<file path="src/rtl/bp_ctrl.sv">
// Dynamic branch-prediction controller: 2-bit BHT, in-flight prediction FIFO and mispredict flush.
// Optional build macro BP_BHT_BYPASS_EN forwards a same-cycle BHT update to the lookup.
module bp_ctrl #(
  parameter int BHT_IDX_W = 4,
  parameter int QDEPTH    = 4,
  parameter int QPTR_W    = 2
) (
  input  logic        clk,
  input  logic        rst,
  input  logic        hold_i,
  input  logic        inst_valid_i,
  input  logic [31:0] inst_addr_i,
  input  logic        bp_isbranch_i,
  input  logic [31:0] bp_target_i,
  input  logic        ex_resolve_i,
  input  logic        ex_taken_i,
  input  logic [31:0] ex_target_i,
  output logic        pred_taken_o,
  output logic [31:0] pred_addr_o,
  output logic        flush_o,
  output logic [31:0] flush_addr_o,
  output logic        q_full_o
);

  localparam logic [1:0] S_INIT  = 2'b00;
  localparam logic [1:0] S_RUN   = 2'b01;
  localparam logic [1:0] S_FLUSH = 2'b10;
  localparam int         BHT_N   = 1 << BHT_IDX_W;

  function automatic logic [1:0] sat_upd(input logic [1:0] ctr, input logic taken);
    logic [1:0] res;
    if (taken) begin
      res = (ctr == 2'd3) ? 2'd3 : ctr + 2'd1;
    end else begin
      res = (ctr == 2'd0) ? 2'd0 : ctr - 2'd1;
    end
    return res;
  endfunction

  logic [1:0]           state_q, state_d;
  logic [BHT_IDX_W-1:0] init_idx_q, init_idx_d;
  logic [1:0]           bht_q [BHT_N];
  logic                 qe_taken_q  [QDEPTH];
  logic [31:0]          qe_target_q [QDEPTH];
  logic [31:0]          qe_fall_q   [QDEPTH];
  logic [BHT_IDX_W-1:0] qe_idx_q    [QDEPTH];
  logic [QPTR_W-1:0]    wr_ptr_q, wr_ptr_d, rd_ptr_q, rd_ptr_d;
  logic [QPTR_W:0]      cnt_q, cnt_d;
  logic                 flush_q;
  logic [31:0]          flush_addr_q, flush_addr_d;

  logic                 run_s, empty_s, full_s, pop_s, push_s, mispred_s, pred_s;
  logic [BHT_IDX_W-1:0] lk_idx_s, hd_idx_s;
  logic [1:0]           upd_ctr_s, lk_ctr_s;
  logic [31:0]          rec_s;

  // Lookup, head compare and queue control decisions
  always_comb begin
    run_s     = (state_q == S_RUN);
    empty_s   = (cnt_q == '0);
    full_s    = (cnt_q == (QPTR_W+1)'(QDEPTH));
    lk_idx_s  = inst_addr_i[BHT_IDX_W+1:2];
    hd_idx_s  = qe_idx_q[rd_ptr_q];
    pop_s     = run_s & ex_resolve_i & ~empty_s;
    upd_ctr_s = sat_upd(bht_q[hd_idx_s], ex_taken_i);
`ifdef BP_BHT_BYPASS_EN
    if (pop_s && (hd_idx_s == lk_idx_s)) begin
      lk_ctr_s = upd_ctr_s;
    end else begin
      lk_ctr_s = bht_q[lk_idx_s];
    end
`else
    lk_ctr_s  = bht_q[lk_idx_s];
`endif
    pred_s    = run_s & bp_isbranch_i & inst_valid_i & lk_ctr_s[1];
    mispred_s = pop_s & ((ex_taken_i != qe_taken_q[rd_ptr_q]) |
                         (ex_taken_i & (ex_target_i != qe_target_q[rd_ptr_q])));
    // A mispredict makes the younger instruction wrong-path, so its push is dropped
    push_s    = run_s & inst_valid_i & bp_isbranch_i & ~hold_i & ~full_s & ~mispred_s;
    rec_s     = ex_taken_i ? ex_target_i : qe_fall_q[rd_ptr_q];
  end

  // Next-state for FSM, pointers, occupancy and flush
  always_comb begin
    state_d      = state_q;
    init_idx_d   = init_idx_q;
    wr_ptr_d     = wr_ptr_q;
    rd_ptr_d     = rd_ptr_q;
    cnt_d        = cnt_q;
    flush_addr_d = flush_addr_q;
    case (state_q)
      S_INIT: begin
        init_idx_d = init_idx_q + BHT_IDX_W'(1);
        if (init_idx_q == BHT_IDX_W'(BHT_N - 1)) begin
          state_d = S_RUN;
        end else begin
          state_d = S_INIT;
        end
      end
      S_RUN: begin
        if (mispred_s) begin
          state_d = S_FLUSH;
        end else begin
          state_d = S_RUN;
        end
      end
      S_FLUSH: state_d = S_RUN;
      default: state_d = S_INIT;
    endcase
    if (mispred_s) begin
      wr_ptr_d     = '0;
      rd_ptr_d     = '0;
      cnt_d        = '0;
      flush_addr_d = rec_s;
    end else begin
      wr_ptr_d = push_s ? wr_ptr_q + QPTR_W'(1) : wr_ptr_q;
      rd_ptr_d = pop_s  ? rd_ptr_q + QPTR_W'(1) : rd_ptr_q;
      case ({push_s, pop_s})
        2'b10:   cnt_d = cnt_q + (QPTR_W+1)'(1);
        2'b01:   cnt_d = cnt_q - (QPTR_W+1)'(1);
        default: cnt_d = cnt_q;
      endcase
    end
  end

  // Control registers with asynchronous reset
  always_ff @(posedge clk or negedge rst) begin
    if (!rst) begin
      state_q      <= S_INIT;
      init_idx_q   <= '0;
      wr_ptr_q     <= '0;
      rd_ptr_q     <= '0;
      cnt_q        <= '0;
      flush_q      <= 1'b0;
      flush_addr_q <= 32'h0;
    end else begin
      state_q      <= state_d;
      init_idx_q   <= init_idx_d;
      wr_ptr_q     <= wr_ptr_d;
      rd_ptr_q     <= rd_ptr_d;
      cnt_q        <= cnt_d;
      flush_q      <= mispred_s;
      flush_addr_q <= flush_addr_d;
    end
  end

  // BHT sweep during INIT, counter training on every pop
  always_ff @(posedge clk) begin
    if (state_q == S_INIT) begin
      bht_q[init_idx_q] <= 2'b01;
    end else if (pop_s) begin
      bht_q[hd_idx_s] <= upd_ctr_s;
    end
  end

  // Prediction queue storage
  always_ff @(posedge clk) begin
    if (push_s) begin
      qe_taken_q[wr_ptr_q]  <= pred_s;
      qe_target_q[wr_ptr_q] <= bp_target_i;
      qe_fall_q[wr_ptr_q]   <= inst_addr_i + 32'd4;
      qe_idx_q[wr_ptr_q]    <= lk_idx_s;
    end
  end

  assign pred_taken_o = pred_s;
  assign pred_addr_o  = pred_s ? bp_target_i : 32'h0;
  assign flush_o      = flush_q;
  assign flush_addr_o = flush_addr_q;
  assign q_full_o     = (state_q == S_INIT) | full_s;

endmodule

</file>
<file path="config.mk">
export PLATFORM = sky130hd
export DESIGN_NAME = bp_ctrl
export DESIGN_NICKNAME = d
export VERILOG_FILES = /design/src/rtl/bp_ctrl.sv
export SDC_FILE = /design/constraint.sdc
export NUM_CORES = 1
export LEC_CHECK = 0
export BUFFER_PORTS_ARGS = -buffer_cell sky130_fd_sc_hd__buf_2
export CELL_PAD_IN_SITES_DETAIL_PLACEMENT = 0
export CELL_PAD_IN_SITES_GLOBAL_PLACEMENT = 1
export CORE_MARGIN = 1
export CORE_UTILIZATION = 39
export DETAILED_ROUTE_END_ITERATION = 8
export PLACE_DENSITY = 0.78
export SYNTH_ARGS = -nofsm -noshare
export SYNTH_HDL_FRONTEND = slang
export SYNTH_SLANG_ARGS = --single-unit
</file>
<file path="constraint.sdc">
create_clock -name clk -period 6.2 [get_ports clk]
set_clock_uncertainty 0.15 [all_clocks]
set_input_delay 0.62 -clock clk [delete_from_list [all_inputs] [get_ports clk]]
set_output_delay 0.62 -clock clk [all_outputs]
set_load 0.1 [all_outputs]
</file>
Word level (Yosys, flattened, before mapping)
Memory sizes are Yosys's and may differ from the RTL's. Cells that the tools add are included.

Input bits: 103. Memories: 5. Flip-flop bits (word level): 46. Bits in writable memories: 308.

Memories: qe_fall_q (depth 4, width 32, read ports 1, clocked after Yosys merged registers in 0, wr ports 1, line 45) `logic [31:0] qe_fall_q [QDEPTH];`; qe_target_q (depth 4, width 32, read ports 1, clocked after Yosys merged registers in 0, wr ports 1, line 44) `logic [31:0] qe_target_q [QDEPTH];`; bht_q (depth 16, width 2, read ports 2, clocked after Yosys merged registers in 0, wr ports 1, line 42) `logic [1:0] bht_q [BHT_N];`; qe_idx_q (depth 4, width 4, read ports 1, clocked after Yosys merged registers in 0, wr ports 1, line 46) `logic [BHT_IDX_W-1:0] qe_idx_q [QDEPTH];`; qe_taken_q (depth 4, width 1, read ports 1, clocked after Yosys merged registers in 0, wr ports 1, line 43) `logic qe_taken_q [QDEPTH];`.

$add $sub $neg: 8. Reduce and logical (&&, ||, !) cells: 7. Mux-type cells: 24. Equality and inequality tests: 9. Bitwise operators: 18.

Operators with widths (count): 32-bit two-way mux (2); 32-bit by 3-bit adder with 32-bit output, second input constant (1); 32-bit != test (1); 2-bit two-way mux (9); 1-bit bitwise AND (12); 1-bit two-way mux (9); 2-bit by 1-bit adder with 2-bit output, second input constant (3); 2-bit == test, second input constant (3); 2-bit case mux with 3 select lines (1); 3-bit case mux with 2 select lines (1); 4-bit by 1-bit adder with 4-bit output, second input constant (1); 2-bit by 1-bit == test with 1-bit output, second input constant (2); 4-bit == test, second input constant (1); 2-bit zero test (2); 4-bit two-way mux (1); 1-bit inverter (4); 2-bit nonzero test (2); 3-bit by 1-bit adder with 3-bit output, second input constant (1); 3-bit == test, second input constant (1); 3-bit zero test (1); 3-bit two-way mux (1); 3-bit nonzero test (1); 3-bit by 1-bit subtractor with 3-bit output, second input constant (1); 1-bit OR (2); 3 further kinds (3).

Longest topological paths before layout
An unclocked memory read counts as a cell.

Word-level depth: 10. Mapped depth: 15. Gate-level depth less buffers: 11.

Worst setup path after synthesis
Ideal clock, no wire load.

Kind: reg2reg. Start point: register rd_ptr_q[0]. End point: memory qe_fall_q[0][0], enable pin. Arrival: 5.375 ns. Slack: 0.179 ns. Period minus slack after synthesis: 6.021 ns. Buffers on the path: 4. Stages on the path, launching flop included: 11. Cell sequence: dfrtp_1 buf_6 buf_8 mux4_2 xnor2_1 nand2_1 a2111oi_2 a31oi_4 buf_6 buf_2 nor2_1.

Word-level cells in the longest chain between the ends: 9. Elaborated cells between the ends (all ways): 11. Classes of those cells: 2 x eq/ne; 2 x mux; 5 x bitwise; 2 x memory.

RTL lines: start, declared (line 47) `logic [QPTR_W-1:0] wr_ptr_q, wr_ptr_d, rd_ptr_q, rd_ptr_d;`; start signal, assigned (line 140) `rd_ptr_q <= rd_ptr_d;`; memory read 4 x 32 bit; 32-bit != test (line 77) `(ex_taken_i & (ex_target_i != qe_target_q[rd_ptr_q])));`; 1-bit bitwise AND (line 77); 1-bit OR * (line 76) `mispred_s = pop_s & ((ex_taken_i != qe_taken_q[rd_ptr_q]) |`; 1-bit bitwise AND * (line 76); via mispred_s (line 52) `logic run_s, empty_s, full_s, pop_s, push_s, mispred_s, pred_s;`; 1-bit inverter * (line 79) `push_s = run_s & inst_valid_i & bp_isbranch_i & ~hold_i & ~full_s & ~mispred_s;`; 1-bit bitwise AND * (line 79); 1-bit two-way mux * (line 158) `if (push_s) begin`; 1-bit two-way mux (not written as such) * (line 161) `qe_fall_q[wr_ptr_q] <= inst_addr_i + 32'd4;`; end, declared (line 45).

Mark *: on every way through the listed nets, which the timed path passes. The rest lies on a longest branch.

Final worst setup path
Start point: register rd_ptr_q[0]. End point: memory qe_idx_q[1][3], enable pin.

Word-level cells in the longest chain between the ends: 9. Elaborated cells between the ends (all ways): 11. Classes of those cells: 2 x eq/ne; 2 x mux; 5 x bitwise; 2 x memory.

RTL lines: memory read 4 x 32 bit; 32-bit != test (line 77); 1-bit bitwise AND (line 77); 1-bit OR * (line 76); 1-bit bitwise AND * (line 76); 1-bit inverter * (line 79); 1-bit bitwise AND * (line 79); 1-bit two-way mux * (line 158); 1-bit two-way mux (not written as such) * (line 162) `qe_idx_q[wr_ptr_q] <= lk_idx_s;`; end, declared (line 46).

Mark *: on every way between the ends. The rest lies on a longest branch, timed or not.

==> metrics.txt <==
# TYPE chip_impl_metric gauge
chip_impl_info{name="run_status",value="finished, final reports clean"} 1
chip_impl_info{name="cp-start-kind",value="flip-flop"} 1
chip_impl_metric{name="power.clock.fraction",unit=""} 0.270
chip_impl_metric{name="seq_power_share",unit=""} 0.393
chip_impl_metric{name="setup_tns_final",unit="ns"} 0
chip_impl_metric{name="ant_nets",unit=""} 0
chip_impl_metric{name="dieHeight",unit="µm"} 200.3
chip_impl_metric{name="timing.final.crit_share",unit=""} 0.7599
chip_impl_metric{name="cts-resized-gates",unit=""} 0
chip_impl_metric{name="comb_power_share",unit=""} 0.337
chip_impl_metric{name="yosysUniqueCellTypes",unit=""} 52
chip_impl_metric{name="max_cap_viol_count",unit=""} 0
chip_impl_metric{name="max_freq",unit="MHz"} 212.3
chip_impl_metric{name="placement.io_buffers",unit=""} 169
chip_impl_metric{name="ff2ff_path_depth",unit=""} 8
chip_impl_metric{name="detailroute.wirelength.met3",unit="mm"} 1.850
chip_impl_metric{name="leakage_power_total",unit="nW"} 6.345
chip_impl_metric{name="placed_inst_area",unit="µm²"} 16830
chip_impl_metric{name="routabilityCongestion",unit=""} 0.8172
chip_impl_metric{name="synth-edff-count",unit=""} 308
chip_impl_info{name="routed.top_layer",value="met4"} 1
chip_impl_metric{name="initialDrtViolationCount",unit=""} 606
chip_impl_metric{name="num_rows",unit=""} 72
chip_impl_info{name="reg2reg_from",value="rd_ptr_q[0]"} 1
chip_impl_metric{name="cellInternalPower",unit="mW"} 5.057
chip_impl_metric{name="post_synthesis_net_count",unit=""} 984
chip_impl_metric{name="worst-endpoint-required",unit="ns"} 6.23
chip_impl_info{name="cp-endpoint",value="qe_idx_q[1][3]"} 1
chip_impl_metric{name="yosysWarnings",unit=""} 0
chip_impl_info{name="yosys-top-cells-area",value="sky130_fd_sc_hd__edfxtp_1 (60%), sky130_fd_sc_hd__mux4_2 (9.0%), sky130_fd_sc_hd__dfrtp_1 (7.5%), sky130_fd_sc_hd__mux2i_1 (3.5%), sky130_fd_sc_hd__mux2_2 (3.5%)"} 1
chip_impl_metric{name="number_of_hold_slack_violations_in_the_final_timing_report",unit=""} 0
chip_impl_metric{name="total_switching_power",unit="mW"} 2.909
chip_impl_metric{name="wire_length_of_the_first_global_routing_pass",unit="mm"} 51.58
chip_impl_metric{name="timing_worst_slew_pin_value",unit="ns"} 1.080
chip_impl_metric{name="syn-instance-count",unit=""} 874
chip_impl_metric{name="flow.area_growth_from_synthesis",unit="%"} 17.61
chip_impl_metric{name="dr_wl_met2",unit="mm"} 16.67
chip_impl_metric{name="final_layout_size_suffix_gt1_frac",unit=""} 0.3522
chip_impl_metric{name="grt_start_max_net_pins",unit=""} 56
chip_impl_metric{name="htreeDepth",unit=""} 2
chip_impl_info{name="postSynth.topFlopCell",value="sky130_fd_sc_hd__edfxtp_1"} 1
chip_impl_metric{name="syn-cell-area",unit="µm²"} 15330
chip_impl_metric{name="synthArstFlopShare",unit=""} 0.1299
chip_impl_metric{name="initial_utilization",unit=""} 0.3957
chip_impl_info{name="cts_root_buffer",value="sky130_fd_sc_hd__clkbuf_16"} 1
chip_impl_metric{name="routed-via-count",unit=""} 8323
chip_impl_metric{name="cts_setup_buffers",unit=""} 0
chip_impl_metric{name="final_area",unit="µm²"} 18030
chip_impl_metric{name="dp_hpwl",unit="mm"} 23.60
chip_impl_info{name="tritoncts",value="built"} 1
chip_impl_metric{name="power_per_cell_area",unit="nW/µm²"} 441.8
chip_impl_metric{name="layout.nets",unit=""} 1177
chip_impl_metric{name="finalSetupViolCount",unit=""} 0
chip_impl_metric{name="total_power",unit="mW"} 7.966
chip_impl_metric{name="cts_hold_buffers",unit=""} 0
chip_impl_metric{name="cts.reportedPaths.clkPinSlew",unit="ns"} 0.06
chip_impl_info{name="rr_endpoint",value="qe_idx_q[1][3]"} 1
chip_impl_info{name="worst_min_path_class",value="input pin to async pin"} 1
chip_impl_metric{name="power.share.switching",unit=""} 0.3652
chip_impl_metric{name="tritoncts.num_buffers",unit=""} 37
chip_impl_metric{name="grt_util_all_layers",unit=""} 0.1704
chip_impl_info{name="timing_worst_setup_path_type",value="flip-flop to flip-flop"} 1
chip_impl_metric{name="core_area",unit="µm²"} 38740
chip_impl_metric{name="cts-root-to-sink-buffers",unit=""} 3
chip_impl_metric{name="post-route-drc-count",unit=""} 0
chip_impl_metric{name="initial_antenna_violation_count",unit=""} 2
chip_impl_metric{name="wl_per_cell",unit="µm"} 21.24
chip_impl_info{name="timing.critical_path.from",value="rd_ptr_q[0]"} 1
chip_impl_info{name="synth_area_leader_cell",value="sky130_fd_sc_hd__edfxtp_1"} 1
chip_impl_metric{name="io_pins",unit=""} 170
chip_impl_metric{name="flop2flop_setup_slack",unit="ns"} 1.49
chip_impl_metric{name="timing.slew.headroom",unit=""} 0.2798
chip_impl_metric{name="synth_top_area_frac",unit=""} 0.6033
chip_impl_metric{name="crit_arrival",unit="ns"} 4.74
chip_impl_metric{name="clock_sink_count",unit=""} 354
chip_impl_metric{name="syn_area_per_cell",unit="µm²"} 17.54
chip_impl_metric{name="flop_and_latch_count_out_of_synthesis",unit=""} 354
chip_impl_metric{name="die_area",unit="µm²"} 40100
chip_impl_metric{name="clkLatencyLatePin",unit="ns"} 0.53
chip_impl_metric{name="peakVddDrop",unit="µV"} 536.9
chip_impl_info{name="unrepaired_setup_endpoints_after_global_routing",value="false"} 1
chip_impl_metric{name="met1_length",unit="mm"} 15.19
chip_impl_metric{name="post_drt_via_cell_ratio",unit=""} 5.150
chip_impl_metric{name="drt_first_pass_iters",unit=""} 5
chip_impl_info{name="worst_setup_path_end_kind",value="flip-flop"} 1
chip_impl_metric{name="overflow",unit=""} 0
chip_impl_metric{name="drt_wl_total",unit="mm"} 34.33
chip_impl_metric{name="min_period",unit="ns"} 4.711
chip_impl_metric{name="synth_sequential_area_ratio",unit=""} 0.6784
chip_impl_metric{name="dieWidth",unit="µm"} 200.3
chip_impl_metric{name="drv_slew",unit=""} 0
chip_impl_metric{name="critical_path_peak_fanout",unit=""} 55
chip_impl_metric{name="grt_pass1_vias",unit=""} 8288
## registers in the layout, summed over array words and instances (netlist names)
signal,cells
qe_target_q,128
rd_ptr_q,2
qe_fall_q,128
qe_idx_q,16
init_idx_q,4
state_q,2
cnt_q,3
qe_taken_q,4
wr_ptr_q,2
flush_o,1
bht_q,32
flush_addr_o,32
## power groups by stage
stage | clock network (mW) | logic [mW] | registers (mW)
global placement | 0 | 2.68 | 3.18
finish | 2.15 | 2.69 | 3.13
floorplan | 0 | 1.51 | 3.81
CTS | 2.19 | 2.71 | 3.14
global route | 2.28 | 2.84 | 3.17
detailed placement | 0 | 2.70 | 3.19
## area by class of cell
class                      instances  area, µm²
fill                            3340      20710
sequential                       354      10410
clock inverter                    13      143.9
clock buffer                      55       1054
multi-input combinational        480       4736
timing repair buffer             188       1013
inverter                           6      22.52
tap                              518      648.1
antenna                            2      5.005
## worst min path at each step
stage / end / slack (ns) / cells past startpoint
final: flush_addr_o[8] / 0.06 / 2
after global routing: flush_addr_o[8] / 0.11 / 2
after CTS: flush_addr_o[8] / 0.08 / 2
after detailed placement: flush_addr_o[26] / 0.35 / 1
after global placement: flush_addr_o[6] / 0.35 / 1
after floorplan: cnt_q[0] / 0.17 / 0
## placed cells by master, fill, tap and decap left out, types with 3 or more instances in the layout
cell,n
sky130_fd_sc_hd__a21oi_1,12
sky130_fd_sc_hd__xor2_1,16
sky130_fd_sc_hd__mux2i_1,54
sky130_fd_sc_hd__clkbuf_16,37
sky130_fd_sc_hd__clkinv_1,3
sky130_fd_sc_hd__clkbuf_1,12
sky130_fd_sc_hd__nor3_1,7
sky130_fd_sc_hd__o21ai_0,9
sky130_fd_sc_hd__nor2_1,37
sky130_fd_sc_hd__buf_2,169
sky130_fd_sc_hd__o211ai_1,5
sky130_fd_sc_hd__nand2b_1,7
sky130_fd_sc_hd__and3_1,4
sky130_fd_sc_hd__xnor2_1,40
sky130_fd_sc_hd__nand4_1,11
sky130_fd_sc_hd__o22ai_1,9
sky130_fd_sc_hd__and2_1,33
sky130_fd_sc_hd__nand2_1,41
sky130_fd_sc_hd__a22oi_1,3
sky130_fd_sc_hd__buf_4,17
sky130_fd_sc_hd__mux2_2,47
sky130_fd_sc_hd__nor2_4,4
sky130_fd_sc_hd__edfxtp_1,308
sky130_fd_sc_hd__dfrtp_1,44
sky130_fd_sc_hd__ha_1,6
sky130_fd_sc_hd__mux4_2,61
sky130_fd_sc_hd__clkbuf_8,6
sky130_fd_sc_hd__clkinv_2,3
sky130_fd_sc_hd__inv_1,6
sky130_fd_sc_hd__mux2_4,25
sky130_fd_sc_hd__nor2b_1,7
sky130_fd_sc_hd__nand3_1,14
## cell families (layout without fill, tap and decap cells)
group | count (synthesis) | count (layout) | share of synthesized area
buffers and inverters | 40 | 262 | 0.01477
AND/OR/NAND/NOR | 173 | 173 | 0.05705
XOR/XNOR | 56 | 56 | 0.03199
AO/OA/AOI/OAI | 56 | 56 | 0.02596
flip-flops | 354 | 354 | 0.6784
adder cells (fa/ha/maj) | 7 | 7 | 0.006203
other | 0 | 2 | 0
multiplexers | 188 | 188 | 0.1856
## critical path, cell delays in order, from the launching register on
cell and delay, ns:
sky130_fd_sc_hd__dfrtp_4 1.04, sky130_fd_sc_hd__buf_4 0.52, sky130_fd_sc_hd__mux4_2 0.57, sky130_fd_sc_hd__xnor2_1 0.21, sky130_fd_sc_hd__nand4_1 0.11, sky130_fd_sc_hd__a21oi_1 0.27, sky130_fd_sc_hd__a31oi_4 0.30, sky130_fd_sc_hd__nor2_4 0.69
sky130_fd_sc_hd__buf_12 0.35
## per-stage QoR
step	setup slack, ns	utilization	cells	hold slack (ns)
2_1_floorplan	0.1785	-	874	0.1744
3_3_place_gp	1.444	0.4344	1546	0.3471
3_5_place_dp	1.431	0.4344	1546	0.3473
4_1_cts	1.400	0.4653	1614	0.08051
5_1_grt	1.125	0.4653	1614	0.1118
6_report	1.489	0.4654	1616	0.05629
## routing by layer
metal / global-route usage / vias to the layer above
li1: - / 3817
met1: 0.2412 / 4187
met2: 0.2793 / 276
met3: 0.02327 / 43
met4: 0.04062 / 0
met5: 0 / -
## cell usage after synthesis, types with 7 or more instances
cell	number
sky130_fd_sc_hd__a21oi_1	12
sky130_fd_sc_hd__and2_1	33
sky130_fd_sc_hd__buf_2	10
sky130_fd_sc_hd__clkbuf_1	11
sky130_fd_sc_hd__dfrtp_1	46
sky130_fd_sc_hd__edfxtp_1	308
sky130_fd_sc_hd__mux2_2	47
sky130_fd_sc_hd__mux2_4	25
sky130_fd_sc_hd__mux2i_1	54
sky130_fd_sc_hd__mux4_2	61
sky130_fd_sc_hd__nand2_1	41
sky130_fd_sc_hd__nand2b_1	7
sky130_fd_sc_hd__nand3_1	14
sky130_fd_sc_hd__nand4_1	11
sky130_fd_sc_hd__nor2_1	41
sky130_fd_sc_hd__nor2b_1	8
sky130_fd_sc_hd__nor3_1	7
sky130_fd_sc_hd__o21ai_0	9
sky130_fd_sc_hd__o22ai_1	9
sky130_fd_sc_hd__xnor2_1	40
sky130_fd_sc_hd__xor2_1	16
(Power assumes the default switching activity.)
